## config.mk

```make
export PLATFORM = sky130hd
export DESIGN_NAME = eth_fcs_strip
export DESIGN_NICKNAME = d
export VERILOG_FILES = /design/src/rtl/eth_pkg.sv /design/src/rtl/eth_crc32_d8.sv /design/src/rtl/eth_fcs_strip.sv
export SDC_FILE = /design/constraint.sdc
export NUM_CORES = 1
export LEC_CHECK = 0
export ABC_AREA = 1
export ABC_CLOCK_PERIOD_IN_PS = 3200
export CORE_ASPECT_RATIO = 1.2
export CORE_MARGIN = 2
export CORE_UTILIZATION = 55
export DETAILED_ROUTE_END_ITERATION = 16
export PLACE_DENSITY_LB_ADDON = 0.25
export SLEW_MARGIN = 30
export SYNTH_ARGS = -nofsm -noshare
export SYNTH_HDL_FRONTEND = slang
export SYNTH_SLANG_ARGS = --single-unit
```

## constraint.sdc

```tcl
create_clock -name rx_clk -period 3.2 [get_ports rx_clk]
set_input_delay 0.32 -clock rx_clk [delete_from_list [all_inputs] [get_ports rx_clk]]
set_output_delay 0.32 -clock rx_clk [all_outputs]
set_load 0.03 [all_outputs]
```

## src/rtl/eth_pkg.sv

```systemverilog
// eth_pkg: shared Ethernet constants and types
// used by the receive and transmit FCS blocks.
package eth_pkg;

    localparam logic [31:0] CRC32_POLY    = 32'hEDB88320;
    localparam logic [31:0] CRC32_INIT    = 32'hFFFFFFFF;
    localparam logic [31:0] CRC32_RESIDUE = 32'hDEBB20E3;

    localparam int ETH_MIN_FRAME = 64;
    localparam int ETH_MAX_FRAME = 1518;

    typedef enum logic [1:0] {
        IDLE,
        FILL,
        STREAM
    } fcs_state_t;

endpackage

```

## src/rtl/eth_crc32_d8.sv

```systemverilog
// eth_crc32_d8: one-byte step of the reflected CRC-32,
// LSB-first, no final XOR.
module eth_crc32_d8
    import eth_pkg::*;
(
    input  logic [31:0] crc,
    input  logic [7:0]  data,
    output logic [31:0] crc_next
);

    always_comb begin
        logic [31:0] c;
        c = crc;
        for (int i = 0; i < 8; i++) begin
            if (c[0] ^ data[i]) begin
                c = (c >> 1) ^ CRC32_POLY;
            end else begin
                c = c >> 1;
            end
        end
        crc_next = c;
    end

endmodule

```

## src/rtl/eth_fcs_strip.sv

```systemverilog
// eth_fcs_strip: strips the trailing FCS from received frames,
// checks CRC/length/upstream errors and counts good/bad frames.
module eth_fcs_strip
    import eth_pkg::*;
#(
    parameter int MIN_LEN = ETH_MIN_FRAME,
    parameter int MAX_LEN = ETH_MAX_FRAME,
    parameter int CNT_W   = 32
) (
    input  logic             rx_clk,
    input  logic             rst_n,
    input  logic [7:0]       s_axis_tdata,
    input  logic             s_axis_tvalid,
    input  logic             s_axis_tlast,
    input  logic             s_axis_tuser,
    output logic [7:0]       m_axis_tdata,
    output logic             m_axis_tvalid,
    output logic             m_axis_tlast,
    output logic             m_axis_tuser,
    output logic             frame_good,
    output logic             frame_bad,
    output logic [CNT_W-1:0] good_cnt,
    output logic [CNT_W-1:0] bad_cnt
);

    localparam logic [10:0] LEN_SAT = 11'h7FF;

    fcs_state_t       state, state_d;
    logic [3:0][7:0]  dly, dly_d;
    logic [10:0]      len, len_d, len_inc;
    logic [31:0]      crc, crc_d, crc_upd;
    logic             err, err_d, err_fin;
    logic [7:0]       tdata_d;
    logic             tvalid_d, tlast_d, tuser_d;
    logic             good_d, bad_d;
    logic [CNT_W-1:0] good_cnt_d, bad_cnt_d;

    eth_crc32_d8 u_crc (
        .crc      (crc),
        .data     (s_axis_tdata),
        .crc_next (crc_upd)
    );

    assign len_inc = (len == LEN_SAT) ? len : len + 11'd1;

    // Verdict for a frame ending on the current beat.
    assign err_fin = err | s_axis_tuser
                   | (crc_upd != CRC32_RESIDUE)
                   | (int'(len_inc) < MIN_LEN)
                   | (int'(len_inc) > MAX_LEN);

    always_comb begin
        state_d    = state;
        dly_d      = dly;
        len_d      = len;
        crc_d      = crc;
        err_d      = err;
        tdata_d    = m_axis_tdata;
        tvalid_d   = 1'b0;
        tlast_d    = 1'b0;
        tuser_d    = 1'b0;
        good_d     = 1'b0;
        bad_d      = 1'b0;
        good_cnt_d = good_cnt;
        bad_cnt_d  = bad_cnt;

        if (s_axis_tvalid) begin
            if (state == STREAM) begin
                tvalid_d = 1'b1;
                tdata_d  = dly[3];
            end
            if (s_axis_tlast) begin
                state_d = IDLE;
                dly_d   = '0;
                len_d   = '0;
                crc_d   = CRC32_INIT;
                err_d   = 1'b0;
                if (state == STREAM) begin
                    tlast_d = 1'b1;
                    tuser_d = err_fin;
                    good_d  = ~err_fin;
                    bad_d   = err_fin;
                end else begin
                    bad_d = 1'b1;
                end
            end else begin
                dly_d = {dly[2:0], s_axis_tdata};
                len_d = len_inc;
                crc_d = crc_upd;
                err_d = err | s_axis_tuser;
                unique case (state)
                    IDLE:   state_d = FILL;
                    FILL:   if (len_inc == 11'd4) state_d = STREAM;
                    STREAM: state_d = STREAM;
                    default: state_d = IDLE;
                endcase
            end
        end

        if (good_d) good_cnt_d = good_cnt + CNT_W'(1);
        if (bad_d)  bad_cnt_d  = bad_cnt + CNT_W'(1);
    end

    always_ff @(posedge rx_clk) begin
        if (!rst_n) begin
            state         <= IDLE;
            dly           <= '0;
            len           <= '0;
            crc           <= CRC32_INIT;
            err           <= 1'b0;
            m_axis_tdata  <= '0;
            m_axis_tvalid <= 1'b0;
            m_axis_tlast  <= 1'b0;
            m_axis_tuser  <= 1'b0;
            frame_good    <= 1'b0;
            frame_bad     <= 1'b0;
            good_cnt      <= '0;
            bad_cnt       <= '0;
        end else begin
            state         <= state_d;
            dly           <= dly_d;
            len           <= len_d;
            crc           <= crc_d;
            err           <= err_d;
            m_axis_tdata  <= tdata_d;
            m_axis_tvalid <= tvalid_d;
            m_axis_tlast  <= tlast_d;
            m_axis_tuser  <= tuser_d;
            frame_good    <= good_d;
            frame_bad     <= bad_d;
            good_cnt      <= good_cnt_d;
            bad_cnt       <= bad_cnt_d;
        end
    end

endmodule

```

==> impl_metrics.env, run 1 <==
export IMPL_grt_overflow=0
export IMPL_clockBufferDepth=2
export IMPL_synth_edff_count=0
export IMPL_stdcell_area_sq_um=10600
export IMPL_leakagePower_nw=4.52
export IMPL_max_freq_ghz=0.342
export IMPL_ctsResizeCount=0
export IMPL_postCtsSetupBuffers=0
export IMPL_cts_sinks=155
export IMPL_cts_root_buf="clkbuf_16"
export IMPL_fin_setup_tns_ns=0
export IMPL_ios=90
export IMPL_setup_worst_path_start_class="register"
export IMPL_cp_data_required_time_ns=3.58
export IMPL_drive_gt1_frac=0.0724
export IMPL_layout_nets=1485
export IMPL_dr_pass1_iters=6
export IMPL_min_path_type="register to register"
export IMPL_path_clk_slew_ns=0.07
export IMPL_critPathKind="register to register"
export IMPL_die_y_um=142
export IMPL_worst_setup_path_end_kind="register"
export IMPL_p_comb_frac=0.173
export IMPL_p_int_mw=3.32
export IMPL_dp_hpwl_mm=17.3
export IMPL_p_sw_mw=1.58
export IMPL_portBuffers=89
export IMPL_postRouteAntennaNets=0
export IMPL_hold_depth=2
export IMPL_drt_initial_drc_count=898
export IMPL_ys_seq_area_frac=0.358
export IMPL_power_mw=4.90
export IMPL_cts_hold_fix_buffers=0
export IMPL_fillers=1400
export IMPL_ys_ff_latch=155
export IMPL_clk_latency_ns=0.44
export IMPL_setup_viol=0
export IMPL_p_sw_frac=0.323
export IMPL_synth_top_area_frac=0.358
export IMPL_grt_max_degree=94
export IMPL_cts_htree_levels=4
export IMPL_synth_cells=1368
export IMPL_worstMarginPinSlew_ns=0.835
export IMPL_power_density_nw_per_um2=463
export IMPL_synth_nets=1388
export IMPL_avgViaCountPerCell=5.39
export IMPL_grt_pass1_vias=8401
export IMPL_dp_cells=1654
export IMPL_final_cells=1686
export IMPL_cts_buffers=17
export IMPL_drv_cap=0
export IMPL_gp_congestion=0.974
export IMPL_cp_arrival_ns=3.31
export IMPL_skew_ns=0.0153
export IMPL_status="finished, final reports clean"
export IMPL_drc=0
export IMPL_ir_worst_vdd_mv=0.370
export IMPL_hold_viol=0
export IMPL_drt_wl_total_mm=23.8
export IMPL_ys_warn_count=0
export IMPL_vias=9087
export IMPL_period_minus_slack_ns=2.92
export IMPL_post_route_period_util=0.914
export IMPL_cts_tree="built"
export IMPL_slew_headroom=0.444
export IMPL_diodes=0
export IMPL_grt_use_total=0.287
export IMPL_synthTopCellsByArea="dfxtp_1, nand2_1, nand3_1"
export IMPL_grt_pass1_wl_mm=39.5
export IMPL_placed_area_sq_um=9970
export IMPL_cp_max_fo=8
export IMPL_slew_violations=0
export IMPL_ys_types=37
export IMPL_pwr_share_seq=0.411
export IMPL_chipWidth_um=119
export IMPL_power_frac_clock=0.417
export IMPL_ys_async_sr_fraction=0
export IMPL_syn2layout_area_growth_pct=21.9
export IMPL_synth_common_cells="nand2_1, dfxtp_1, nand3_1"
export IMPL_ys_flop_type="dfxtp_1"
export IMPL_coreArea_sq_um=15500
export IMPL_start_util=0.559
export IMPL_antenna_found_initial=0
export IMPL_row_count=50
export IMPL_die_area_sq_um=16800
export IMPL_rsz0062_at_grt="no"
export IMPL_yosys_area_top_type="dfxtp_1"
export IMPL_r2r_cells=17
export IMPL_yosysMostFrequentCell="nand2_1"
export IMPL_syn_area_sq_um=8680
export IMPL_avgSynthCellArea_sq_um=6.34
export IMPL_wire_per_inst_um=14.1
-- power groups by stage --
stage | clock network, mW | registers (mW) | logic (mW)
after global placement | 0 | 2.06 | 0.817
after floorplan | 0 | 2.05 | 0.544
final | 2.04 | 2.01 | 0.847
after detailed placement | 0 | 2.06 | 0.827
after CTS | 2.07 | 2.01 | 0.833
after global routing | 2.16 | 2.02 | 0.937
-- path summary, 6_finish.rpt --
kind                            slack (ns)                  from                   endpoint
worst max-delay path                  0.28   len[0]$_SDFFE_PN0P_  good_cnt[27]$_SDFFE_PN0P_
worst min-delay path                  0.46  dly[13]$_SDFFE_PN0P_       dly[21]$_SDFFE_PN0P_
worst max register to register        0.28   len[0]$_SDFFE_PN0P_  good_cnt[27]$_SDFFE_PN0P_
worst min register to register        0.46  dly[13]$_SDFFE_PN0P_       dly[21]$_SDFFE_PN0P_
-- cell families (layout without fill, tap and decap cells) --
logic type                 Yosys count  count (layout)  synth area share
AOI/OAI and AO/OA                  177             177             0.106
xor gates and xnor gates            48              48            0.0493
adders and majority gates            7               7            0.0101
buffers and inverters              160             270            0.0764
DFF                                155             155             0.358
and+or+nand+nor                    821             821             0.401
-- registers in the layout, summed over array words and instances, names as in the netlist --
signal and cells:
crc 32, m_axis_tlast 1, bad_cnt 32, state 2
m_axis_tvalid 1, frame_good 1, len 11, good_cnt 32
frame_bad 1, dly 32, m_axis_tuser 1, err 1
m_axis_tdata 8
-- layout make-up --
type                       count  area [sq um]  area share
clock buffer                  17           425      0.0402
clock inverter                15           190      0.0180
inverter                     109           409      0.0387
multi-input combinational   1053          4910       0.464
sequential                   155          3100       0.293
tap                          208           260      0.0246
timing repair buffer         129          1280       0.121
-- cell usage in the layout, fill, tap and decap left out, types with 5 or more instances in the layout --
master	n
a21oi_1	128
buf_12	7
buf_4	33
clkbuf_16	17
clkdlybuf4s50_1	89
clkinv_8	6
dfxtp_1	155
ha_1	7
inv_1	100
inv_2	8
nand2_1	478
nand2_2	14
nand3_1	135
nand4_1	23
nor2_1	123
nor2_2	5
nor3_1	21
nor4_1	9
o211ai_1	8
o21ai_0	36
xnor2_1	11
xor2_1	36
-- metrics by stage --
stage / utilization / hold slack, ns / worst slack, ns
6_report: 0.682 / 0.463 / 0.276
5_1_grt: 0.682 / 0.481 / 0.00600
4_1_cts: 0.682 / 0.463 / 0.309
3_5_place_dp: 0.642 / 0.453 / -0.0883
3_3_place_gp: 0.642 / 0.446 / -0.0127
2_1_floorplan: - / 0.431 / 0.604
-- critical path, cell delays in order (launching register included) --
cell	delay (ns)
dfxtp_1	0.45
ha_1	0.23
inv_1	0.06
nor2_2	0.18
nand3b_1	0.28
nand2_1	0.13
nand2_1	0.09
nand4_1	0.11
nand2_1	0.07
nand2_1	0.08
a21oi_2	0.06
buf_4	0.15
nor3_1	0.33
buf_4	0.19
nand3_1	0.16
nor2_1	0.15
nor2_1	0.05
nor2_1	0.09
-- routing by layer --
layer | up-vias | GRT usage | wire length, um
li1 | 4634 | - | -
met1 | 4098 | 0.336 | 9900
met2 | 271 | 0.504 | 11800
met3 | 84 | 0.0482 | 1150
met4 | 0 | 0.145 | 981
met5 | - | 0 | 0
Power figures use the tool's default switching activity.
==> run 2: changes to the inputs <==
--- a/config.mk
+++ b/config.mk
@@ -7,10 +7,12 @@
 export LEC_CHECK = 0
 export ABC_AREA = 1
 export ABC_CLOCK_PERIOD_IN_PS = 3200
+export CAP_MARGIN = 15
 export CORE_ASPECT_RATIO = 1.2
 export CORE_MARGIN = 2
 export CORE_UTILIZATION = 55
 export DETAILED_ROUTE_END_ITERATION = 16
+export GPL_TIMING_DRIVEN = 0
 export PLACE_DENSITY_LB_ADDON = 0.25
 export SLEW_MARGIN = 30
 export SYNTH_ARGS = -nofsm -noshare
==> impl_metrics.env, run 2 (synthesis results as in run 1) <==
export IMPL_ir_worst_vdd_mv=0.362
export IMPL_r2r_start="len[0]$_SDFFE_PN0P_"
export IMPL_ios=90
export IMPL_start_util=0.559
export IMPL_hold_path_end="dly[7]$_SDFFE_PN0P_"
export IMPL_die_area_sq_um=16800
export IMPL_diodes=0
export IMPL_drv_cap=0
export IMPL_syn2layout_area_growth_pct=21.2
export IMPL_grt_pass1_wl_mm=40.4
export IMPL_grt_overflow=0
export IMPL_cp_arrival_ns=3.21
export IMPL_setup_worst_path_start_class="input port"
export IMPL_postRouteAntennaNets=0
export IMPL_avgViaCountPerCell=5.45
export IMPL_drt_initial_drc_count=840
export IMPL_reg2reg_to="good_cnt[26]$_SDFFE_PN0P_"
export IMPL_period_minus_slack_ns=2.88
export IMPL_hold_depth=3
export IMPL_max_freq_ghz=0.347
export IMPL_drive_gt1_frac=0.0571
export IMPL_leakagePower_nw=4.47
export IMPL_critPathMaxStageDelay_ns=0.54
export IMPL_setup_viol=0
export IMPL_wire_per_inst_um=14.8
export IMPL_row_count=50
export IMPL_drc=0
export IMPL_final_cell_mix="nand2_1, dfxtp_1, nand3_1, a21oi_1, nor2_1"
export IMPL_drt_wl_total_mm=25.1
export IMPL_r2r_slack_ns=0.32
export IMPL_slew_headroom=0.415
export IMPL_cts_htree_levels=4
export IMPL_hold_viol=0
export IMPL_rsz0062_at_grt="no"
export IMPL_chipWidth_um=119
export IMPL_post_route_period_util=0.899
export IMPL_cts_sinks=155
export IMPL_clockBufferDepth=2
export IMPL_critPathKind="input port to register"
export IMPL_cts_tree="built"
export IMPL_cts_buffers=17
export IMPL_dr_pass1_iters=6
export IMPL_cts_hold_fix_buffers=0
export IMPL_coreArea_sq_um=15500
export IMPL_layout_nets=1496
export IMPL_grt_use_total=0.298
export IMPL_grt_pass1_vias=8359
export IMPL_r2r_cells=17
export IMPL_crit_start="s_axis_tdata[1]"
export IMPL_vias=9257
export IMPL_clk_latency_ns=0.44
export IMPL_antenna_found_initial=0
export IMPL_die_y_um=142
export IMPL_cp_max_fo=10
export IMPL_min_from="s_axis_tdata[7]"
export IMPL_power_density_nw_per_um2=481
export IMPL_final_common_cell="nand2_1"
export IMPL_min_path_type="input port to register"
export IMPL_grt_max_degree=17
export IMPL_cp_data_required_time_ns=3.53
export IMPL_slowest_stage="clkdlybuf4s50_1"
export IMPL_stdcell_area_sq_um=10500
export IMPL_gp_congestion=1.03
export IMPL_status="finished, final reports clean"
export IMPL_worstMarginPinSlew_ns=0.875
export IMPL_dp_hpwl_mm=18.7
export IMPL_worst_setup_path_end_kind="register"
export IMPL_fin_setup_tns_ns=0
export IMPL_path_clk_slew_ns=0.07
export IMPL_placed_area_sq_um=9820
export IMPL_portBuffers=88
export IMPL_cts_root_buf="clkbuf_16"
export IMPL_skew_ns=0.0102
export IMPL_fin_util=0.678
export IMPL_crit_chain="clkdlybuf4s50_1, inv_2, nand2_1, nand2_2, nand2_2, nand2_2, inv_2, ha_1, nand3_1, nor2_1, nand3_1, nor2_1, nand4_1, nor2_2, nand3_4, nor2_8, buf_6, nand3_1, nand2_1, nor2_1"
export IMPL_slew_violations=0
==> run 2: final cells by class <==
class	instances	area [sq um]
multi-input cells	1053	4930
repair buffers	89	898
inverters	109	409
clock inverters	15	224
flip-flops and latches	155	3100
fillers	1402	5000
well taps	208	260
plain buffers	51	262
clock buffers	17	425
==> run 2: layer usage <==
layer | track usage | share of wire | vias to the layer above | routed length, um
met5 | 0 | 0 | - | 0
met4 | 0.138 | 0.033 | 0 | 824
met3 | 0.0523 | 0.054 | 70 | 1360
met2 | 0.524 | 0.50 | 317 | 12500
met1 | 0.355 | 0.42 | 4220 | 10500
li1 | - | - | 4650 | -
==> run 2: worst max-delay path, delay by kind of cell <==
family,cells,cell delay [ns]
simple gates,15,1.81
buf+inv,4,0.89
fa+ha+maj,1,0.17
==> run 2: worst max path at each step <==
| stage | to | depth (start not counted) | slack (ns) |
|---|---|---|---|
| global placement | good_cnt[4]$_SDFFE_PN0P_ | 19 | -0.28 |
| CTS | good_cnt[21]$_SDFFE_PN0P_ | 19 | 0.03 |
| floorplan | good_cnt[30]$_SDFFE_PN0P_ | 16 | 0.60 |
| finish | good_cnt[26]$_SDFFE_PN0P_ | 20 | 0.32 |
| global route | good_cnt[30]$_SDFFE_PN0P_ | 16 | 0.01 |
| detailed placement | good_cnt[21]$_SDFFE_PN0P_ | 18 | -0.31 |
==> run 2: through the flow <==
step / total power, mW / setup slack [ns] / instances / hold WS, ns
after floorplan: 2.60 / 0.604 / 1368 / 0.431
after global placement: 2.82 / -0.279 / 1664 / 0.447
after detailed placement: 2.83 / -0.310 / 1664 / 0.450
after CTS: 5.04 / 0.0308 / 1696 / 0.459
after global routing: 5.25 / 0.0116 / 1697 / 0.257
final: 5.05 / 0.322 / 1697 / 0.249
==> run 2: report_power, final <==
group / switching (mW) / internal [mW]
Sequential: 0.0404 / 1.98
Combinational: 0.561 / 0.233
Clock: 0.906 / 1.34
==> run 2: repair_timing <==
| item | 4_1_cts | 5_1_grt |
|---|---|---|
| setup endpoints to repair | 0 | 27 |
| setup buffers | 0 | 1 |
| resized for setup | 0 | 11 |
